[config.mk]
export PLATFORM = sky130hd
export DESIGN_NAME = pc_fetch_f
export DESIGN_NICKNAME = d
export VERILOG_FILES = /design/src/rtl/pc_fetch_f_pkg.sv /design/src/rtl/fd_reg.sv /design/src/rtl/pc_fetch_f.sv
export SDC_FILE = /design/constraint.sdc
export NUM_CORES = 1
export LEC_CHECK = 0
export CAP_MARGIN = 40
export CORE_MARGIN = 1.5
export CORE_UTILIZATION = 40
export DETAILED_ROUTE_END_ITERATION = 7
export HOLD_SLACK_MARGIN = 0.06
export PLACE_DENSITY_LB_ADDON = 0.12
export SLEW_MARGIN = 20
export SYNTH_ARGS = -nofsm -noshare
export SYNTH_HDL_FRONTEND = slang
export SYNTH_SLANG_ARGS = --single-unit
[constraint.sdc]
create_clock -name clk -period 4 [get_ports clk]
set_clock_uncertainty 0.15 [all_clocks]
set_input_delay 1.2 -clock clk [delete_from_list [all_inputs] [get_ports clk]]
set_output_delay 1.2 -clock clk [all_outputs]
set_load 0.005 [all_outputs]
[src/rtl/pc_fetch_f_pkg.sv]
// Shared CPU constants for the fetch stage: reset/exception PCs, redirect select
// encodings, fetch exception codes, the F/D register layout and the fetch FSM states.
package pc_fetch_f_pkg;

  localparam logic [31:0] ResetPc   = 32'h0000_3000;
  localparam logic [31:0] ExcVector = 32'h0000_4180;

  // npc_sel encodings driven by the decode stage
  localparam logic [1:0] NpcPc4    = 2'd0;
  localparam logic [1:0] NpcBranch = 2'd1;
  localparam logic [1:0] NpcJump   = 2'd2;
  localparam logic [1:0] NpcJr     = 2'd3;

  // Fetch-check exception codes
  localparam logic [4:0] ExcOk   = 5'd0;
  localparam logic [4:0] ExcAdEL = 5'd4;

  // Fetch FSM: StRefill means D holds a bubble, so D-stage redirects are meaningless
  typedef enum logic [0:0] {
    StRun    = 1'b0,
    StRefill = 1'b1
  } fetch_state_e;

  // Contents of the F/D pipeline register; all-zero is the flushed value
  typedef struct packed {
    logic [31:0] pc;
    logic [31:0] instr;
    logic [4:0]  exc_code;
    logic        bd;
    logic        valid;
  } fd_t;

endpackage

[src/rtl/fd_reg.sv]
// F/D pipeline register: flush (or reset) clears to a bubble, stall holds,
// otherwise captures the fetched instruction. Faulting fetches become a nop.
module fd_reg
  import pc_fetch_f_pkg::*;
(
  input  logic        clk,
  input  logic        reset,
  input  logic        stall,
  input  logic        flush,
  input  logic [31:0] PC_F,
  input  logic [31:0] instr_F,
  input  logic [4:0]  ExcCode_F,
  input  logic        BD_F,
  output logic [31:0] PC_D,
  output logic [31:0] instr_D,
  output logic [4:0]  ExcCode_D,
  output logic        BD_D,
  output logic        valid_D
);

  fd_t fd_d, fd_q;

  // Build the value captured on a normal (non-stalled, non-flushed) edge
  always_comb begin
    fd_d          = '0;
    fd_d.pc       = PC_F;
    fd_d.instr    = (ExcCode_F != ExcOk) ? 32'h0 : instr_F;
    fd_d.exc_code = ExcCode_F;
    fd_d.bd       = BD_F;
    fd_d.valid    = 1'b1;
  end

  // Register update: reset/flush beat stall, stall beats load
  always_ff @(posedge clk) begin
    if (!reset || flush) begin
      fd_q <= '0;
    end else if (!stall) begin
      fd_q <= fd_d;
    end
  end

  assign PC_D      = fd_q.pc;
  assign instr_D   = fd_q.instr;
  assign ExcCode_D = fd_q.exc_code;
  assign BD_D      = fd_q.bd;
  assign valid_D   = fd_q.valid;

endmodule

[src/rtl/pc_fetch_f.sv]
// Fetch stage: PC register, next-PC selection and the RUN/REFILL tracker.
// Priority for the next PC is exc_req > eret > stall > redirect > PC+4.
module pc_fetch_f
  import pc_fetch_f_pkg::*;
#(
  parameter logic [31:0] RESET_PC   = ResetPc,
  parameter logic [31:0] EXC_VECTOR = ExcVector
) (
  input  logic        clk,
  input  logic        reset,
  input  logic        stall,
  input  logic [1:0]  npc_sel,
  input  logic [31:0] branch_target,
  input  logic [31:0] jump_target,
  input  logic [31:0] jr_target,
  input  logic        is_jump_D,
  input  logic        exc_req,
  input  logic        eret,
  input  logic [31:0] epc,
  input  logic [31:0] instr_F,
  input  logic [4:0]  ExcCode_F,
  output logic [31:0] PC,
  output logic [31:0] PC_D,
  output logic [31:0] instr_D,
  output logic [4:0]  ExcCode_D,
  output logic        BD_D,
  output logic        valid_D
);

  logic [31:0]  pc_d, pc_q;
  fetch_state_e state_d, state_q;
  logic         flush;
  logic         bd_f;

  // Next PC, next state and flush request
  always_comb begin
    pc_d    = pc_q;
    state_d = state_q;
    flush   = 1'b0;
    bd_f    = 1'b0;
    if (exc_req) begin
      pc_d    = EXC_VECTOR;
      state_d = StRefill;
      flush   = 1'b1;
    end else if (eret) begin
      // eret has no delay slot: the instruction at PC is discarded
      pc_d    = epc;
      state_d = StRefill;
      flush   = 1'b1;
    end else if (!stall) begin
      state_d = StRun;
      if (state_q == StRun) begin
        bd_f = is_jump_D;
        unique case (npc_sel)
          NpcPc4:    pc_d = pc_q + 32'd4;
          NpcBranch: pc_d = branch_target;
          NpcJump:   pc_d = jump_target;
          NpcJr:     pc_d = jr_target;
          default:   pc_d = pc_q + 32'd4;
        endcase
      end else begin
        // D holds a bubble, so its redirect and jump flag are stale
        pc_d = pc_q + 32'd4;
      end
    end
  end

  // PC and FSM state registers with synchronous active-low reset
  always_ff @(posedge clk) begin
    if (!reset) begin
      pc_q    <= RESET_PC;
      state_q <= StRun;
    end else begin
      pc_q    <= pc_d;
      state_q <= state_d;
    end
  end

  assign PC = pc_q;

  fd_reg u_fd_reg (
    .clk       (clk),
    .reset     (reset),
    .stall     (stall),
    .flush     (flush),
    .PC_F      (pc_q),
    .instr_F   (instr_F),
    .ExcCode_F (ExcCode_F),
    .BD_F      (bd_f),
    .PC_D      (PC_D),
    .instr_D   (instr_D),
    .ExcCode_D (ExcCode_D),
    .BD_D      (BD_D),
    .valid_D   (valid_D)
  );

endmodule

After elaboration in Yosys (flattened, before gate mapping):

Cells that the tools add are included.

* register bits after elaboration: 104

* multiplexer cells: 14
* $add $sub $neg: 1
* equal/unequal tests: 5
* bitwise operators: 1
* reduce and logical (&&, ||, !) cells: 5

Operator list (number)
* $mux 32: 4
* $pmux 32 s4: 1
* $add 32x3->32 const B: 1
* $mux 15: 1
* $mux 1: 8
* $reduce_bool 5->1: 1
* $eq 2x2->1 const B: 2
* $ne 3x1->1 const B: 1
* $eq 2x1->1 const B: 1
* $logic_not 2->1: 1
* $ne 2x1->1 const B: 1
* $reduce_or 2->1: 1
* $logic_not 1->1: 1
* $logic_or 1x1->1: 1
* $not 1->1: 1

Depth between registers and ports, before layout:

* depth in word-level cells: 6
* gate-level depth with buffers: 8

Cells and area by module:

From an unflattened synthesis, not the netlist that was laid out.

* cells, all modules: 653
* area total of the unflattened synthesis: 5574.1 sq um

By module, submodules not included
* pc_fetch_f: area each 3071.7 sq um, times used 1, cells each 415, seq. area each 660.6 sq um
* fd_reg: area each 2502.4 sq um, times used 1, cells each 238, seq. area each 1421.4 sq um

Worst setup path after synthesis:

OpenSTA, ideal clock, no wires.

* kind: input port to flip-flop
* start: input port npc_sel[1]
* end: register pc_q[7], in the netlist PC[7]
* library setup time: 0.115 ns
* slack: 1.104 ns
* stages on the path: 7
* data required time: 3.735 ns
* data arrival time: 2.632 ns
* path through: clkbuf_1 or3b_2 clkbuf_1 clkbuf_1 o21ai_0 a221oi_1 o21a_1

* cells in the longest elaborated chain, start to end: 6

Ends and longest elaborated chain
* from (decl): RTL line pc_fetch_f.sv:12 `input logic [1:0] npc_sel,`
* $eq 2x2->1 (tied with other cells): RTL line pc_fetch_f.sv:54 `unique case (npc_sel)`
* $pmux 32 s4 *: RTL line pc_fetch_f.sv:54
* $mux 32 *: RTL line pc_fetch_f.sv:52 `if (state_q == StRun) begin`
* $mux 32 *: RTL line pc_fetch_f.sv:50 `end else if (!stall) begin`
* $mux 32 *: RTL line pc_fetch_f.sv:45 `end else if (eret) begin`
* $mux 15 *: RTL line pc_fetch_f.sv:41 `if (exc_req) begin`
* to (signal assigned): RTL line pc_fetch_f.sv:74 `pc_q <= pc_d;`
* to (decl): RTL line pc_fetch_f.sv:30 `logic [31:0] pc_d, pc_q;`

Mark *: on every way between the ends. The rest lies on a longest branch, timed or not. The select of a mux whose other input is x is not followed.
A chain may end at the register's enable or synchronous reset.

Worst setup path in the final report:

* start: input port npc_sel[0]
* end: register pc_q[27], in the netlist PC[27]

* cells in the longest elaborated chain, start to end: 5

Ends and longest elaborated chain (RTL line)
* $eq 2x2->1 (tied with other cells): pc_fetch_f.sv:54
* $pmux 32 s4 *: pc_fetch_f.sv:54
* $mux 32 *: pc_fetch_f.sv:52
* $mux 32 *: pc_fetch_f.sv:50
* $mux 32 *: pc_fetch_f.sv:45

Marked as above.

==> tab_implementation.tex <==
\begin{tabular}{lr}
\hline
Metric & Value \\
\hline
\multicolumn{2}{l}{\textbf{Min path}} \\
\quad Hold path start & u\_fd\_reg.valid\_D \\
\quad Hold/Removal Path Class & reg2reg \\
\quad Endpoint of the worst hold-timing path & u\_fd\_reg.valid\_D \\
\quad Number of cells traversed by the worst hold path & 2 \\
\multicolumn{2}{l}{\textbf{Placed design}} \\
\quad Count of buffers from port buffering & 275 \\
\quad RD Place Congestion & 0.809 \\
\quad Cell Area, Placed & 0.00825 mm2 \\
\quad Final HPWL from detailed placement & 14,000 um \\
\quad Placed Instances & 1,057 \\
\multicolumn{2}{l}{\textbf{STA}} \\
\quad Maximum clock rate & 333 MHz \\
\quad Final Critical Period & 3.00 ns \\
\quad Worst Max-Slew Pin Slew & 0.666 ns \\
\quad Max Transition Viols Final & 0 \\
\quad Total negative slack for setup checks & 0 ns \\
\quad Slew margin rel. & 55.6\% \\
\quad Final Setup Violations & 0 \\
\quad Final period utilization & 75.0\% \\
\quad Unrepaired setup endpoints after global routing & false \\
\quad Hold Violations, Final & 0 \\
\multicolumn{2}{l}{\textbf{Routing}} \\
\quad Number of design rule violations left after detail routing & 0 \\
\quad Routed wire length per instance & 17.9 um \\
\quad Detailed router's first-iteration violation count & 303 \\
\quad Antenna viol nets, final & 0 \\
\quad Vias & 5,792 \\
\quad Sum of routed wire length over all layers & 19,300 um \\
\quad Initial DRT Pass Iterations & 6 \\
\quad Vias per Instance & 5.38 \\
\multicolumn{2}{l}{\textbf{Yosys}} \\
\quad Syn Nets & 853 \\
\quad YS warnings & 0 \\
\quad Proportion of netlist area held by the largest area contributor & 36.7\% \\
\quad Post-Syn Area & 0.00568 mm2 \\
\quad Mean area per synthesized cell & 8.36 um2 \\
\quad Leading cell type by number of instances after synthesis & sky130\_fd\_sc\_hd\_\_nor2\_1 \\
\quad Cell taking the most area after synthesis & sky130\_fd\_sc\_hd\_\_dfxtp\_1 \\
\quad Cell count after synthesis & 679 \\
\quad Share of the yosys chip area belonging to registers & 36.7\% \\
\quad Post-synthesis async set-or-reset flop share & 0\% \\
\quad Count of flip-flops with a built-in enable after synthesis & 0 \\
\quad Number of distinct standard cells referenced by the synthesized netlist & 57 \\
\quad Yosys reg bits & 104 \\
\quad Leading cell types by count after synthesis & 108 x sky130\_fd\_sc\_hd\_\_nor2\_1, 104 x sky130\_fd\_sc\_hd\_\_dfxtp\_1, 64 x sky130\_fd\_sc\_hd\_\_a21oi\_1, 61 x sky130\_fd\_sc\_hd\_\_mux2i\_1, 41 x sky130\_fd\_sc\_hd\_\_clkbuf\_1 \\
\quad Top area cells in the synthesized netlist & sky130\_fd\_sc\_hd\_\_dfxtp\_1 37\%, sky130\_fd\_sc\_hd\_\_mux2i\_1 11\%, sky130\_fd\_sc\_hd\_\_nor2\_1 7.1\% \\
\quad Top flip-flop cell by instance count after synthesis & sky130\_fd\_sc\_hd\_\_dfxtp\_1 \\
\multicolumn{2}{l}{\textbf{Finish}} \\
\quad NumNets Final & 1,064 \\
\quad Area growth from synthesis to final layout & 51.7\% \\
\quad Area of combinational cells with multiple inputs & 0.00307 mm2 \\
\quad Number of standard cells in the layout, taps in and fillers out & 1,076 \\
\quad Sequential cell area & 0.00208 mm2 \\
\quad Number of fill cells in the layout & 1,182 \\
\quad Final Cell Area & 0.00861 mm2 \\
\quad Share of final-layout standard cells stronger than drive strength 1 & 6.37\% \\
\multicolumn{2}{l}{\textbf{Die}} \\
\quad Initial Utilization & 40.9\% \\
\quad Cell Rows & 43 \\
\quad Total die area & 0.0149 mm2 \\
\quad Floorplan core area & 0.0139 mm2 \\
\quad DIE HEIGHT & 122 um \\
\quad Die Span X & 122 um \\
\quad I/O Pins & 276 \\
\multicolumn{2}{l}{\textbf{Clock tree}} \\
\quad CTS sink cnt & 104 \\
\quad Clock transition at the register clock pins on the worst setup and hold paths after CTS & 0.07 ns \\
\quad Clock root cell & sky130\_fd\_sc\_hd\_\_clkbuf\_16 \\
\quad Post-CTS setup-driven buffer insertion count & 0 \\
\quad Deepest level of the CTS H-tree & 3 \\
\quad Hold-fix buffers at CTS & 0 \\
\quad Clock tree from TritonCTS & yes \\
\quad Inserted Clock Buffers & 9 \\
\quad Latest clock arrival within the worst-skew pair & 0.35 ns \\
\quad Maximum buffer depth of the clock tree & 2 \\
\quad Resize count post-CTS & 0 \\
\multicolumn{2}{l}{\textbf{Worst setup path}} \\
\quad Worst R2R End & PC[27] \\
\quad Critical path data arrival time & 3.07 ns \\
\quad Data required time of the critical path & 4.07 ns \\
\quad Startpoint class of the critical path & primary input \\
\quad Critical Path Fanout Max & 25 \\
\quad Path depth of the worst reg2reg path & 5 \\
\quad Element type at the critical path end & flip-flop \\
\quad Internal reg-to-reg setup slack & 1.62 ns \\
\quad Critical path start-end classification & in2reg \\
\quad Worst flop-to-flop path startpoint & PC[19] \\
\multicolumn{2}{l}{\textbf{Global route}} \\
\quad Total grt overflow & 0 \\
\quad Via count of the first global-routing pass & 5,673 \\
\quad Initial antenna violation count & 0 \\
\quad Total global routing track utilization & 25.3\% \\
\quad Largest net degree at the start of global routing & 105 \\
\quad Global-route wire length before repair & 29,300 um \\
\multicolumn{2}{l}{\textbf{Power}} \\
\quad P per Cell Area & 294 mW/mm2 \\
\quad Total leakage power & 0.00309 uW \\
\quad Maximum resistive drop on vdd & 224 uV \\
\multicolumn{2}{l}{\textbf{Status}} \\
\quad Outcome & complete, no violations \\
\multicolumn{2}{l}{\textbf{Run}} \\
\quad Max capacitance violation total & 0 \\
\hline
\end{tabular}
==> per-stage QoR <==
| stage | util [%] | worst slack, ns | power (uW) | hold WS [ns] |
|---|---|---|---|---|
| finish | 62.0 | 1.00 | 2530 | 0.303 |
| global route | 62.0 | 0.835 | 2630 | 0.333 |
| CTS | 61.9 | 0.951 | 2540 | 0.303 |
| detailed placement | 59.4 | 0.600 | 1550 | 0.292 |
| global placement | 59.4 | 0.664 | 1550 | 0.287 |
| floorplan | - | 1.10 | 1310 | 0.297 |
==> power breakdown <==
| group | total, uW | internal [uW] | switching [uW] | leakage (uW) |
|---|---|---|---|---|
| clock | 995 | 600 | 395 | 0.000161 |
| sequential | 1090 | 1060 | 38.5 | 0.000843 |
| combinational | 438 | 262 | 176 | 0.00209 |
| total | 2530 | 1920 | 610 | 0.00309 |
==> layer usage <==
metal / global-route usage (%) / share of wire [%] / wire (um) / up-vias
met5: 0 / 0 / 0 / -
met4: 8.72 / 1.6 / 318 / 0
met3: 8.33 / 9.9 / 1910 / 25
met2: 42.8 / 48 / 9320 / 233
met1: 29.9 / 40 / 7740 / 2716
li1: - / - / - / 2818
==> cell usage in the layout, fill, tap and decap left out, types with 10 or more instances in the layout <==
cell type and instances:
sky130_fd_sc_hd__clkdlybuf4s50_1 272, sky130_fd_sc_hd__nor2_1 107, sky130_fd_sc_hd__dfxtp_1 104, sky130_fd_sc_hd__a21oi_1 64, sky130_fd_sc_hd__mux2i_1 61, sky130_fd_sc_hd__nand2_1 37, sky130_fd_sc_hd__a22oi_1 35, sky130_fd_sc_hd__o21ai_0 28
sky130_fd_sc_hd__xor2_1 13, sky130_fd_sc_hd__buf_4 12, sky130_fd_sc_hd__nor3_1 10
==> critical path, stage by stage <==
cell and delay, ns:
sky130_fd_sc_hd__clkdlybuf4s50_1 0.56, sky130_fd_sc_hd__or3b_2 0.77, sky130_fd_sc_hd__o21ai_0 0.23, sky130_fd_sc_hd__a21oi_1 0.11
sky130_fd_sc_hd__o31ai_1 0.10, sky130_fd_sc_hd__a21oi_1 0.09
==> kinds of logic after synthesis <==
family                     after synthesis  synth area share, %
buffers and inverters                   96                 9.39
and+or+nand+nor                        208                 17.9
muxes                                   70                 12.5
xor gates and xnor gates                20                 3.09
adders and majority gates                1                0.220
AOI/OAI and AO/OA                      180                 20.1
DFF                                    104                 36.7
==> registers in the layout, summed over array words and instances (netlist names), named ones only <==
register	flops
u_fd_reg.PC_D	32
u_fd_reg.instr_D	32
PC	30
u_fd_reg.BD_D	1
u_fd_reg.valid_D	1
state_q	1
u_fd_reg.ExcCode_D	5
==> final cells by class <==
type / count / area share, %
Timing Repair Buffer: 288 / 33.1
Tap cell: 180 / 2.62
Clock inverter: 4 / 0.872
Multi-Input combinational cell: 479 / 35.7
Inverter: 8 / 0.349
Clock buffer: 12 / 3.10
Sequential cell: 104 / 24.2
Antenna cell: 1 / 0.0291
==> how the worst max path moves through the flow <==
stage / from / to / slack [ns] / cells after the start
after floorplan: npc_sel[1] / PC[7] / 1.10 / 7
after global placement: npc_sel[0] / PC[12] / 0.66 / 6
after detailed placement: npc_sel[0] / PC[12] / 0.60 / 6
after CTS: npc_sel[0] / PC[12] / 0.95 / 6
after global routing: reset / flip-flop / 0.84 / 5
final: npc_sel[0] / PC[27] / 1.00 / 6
(Power assumes the default switching activity.)
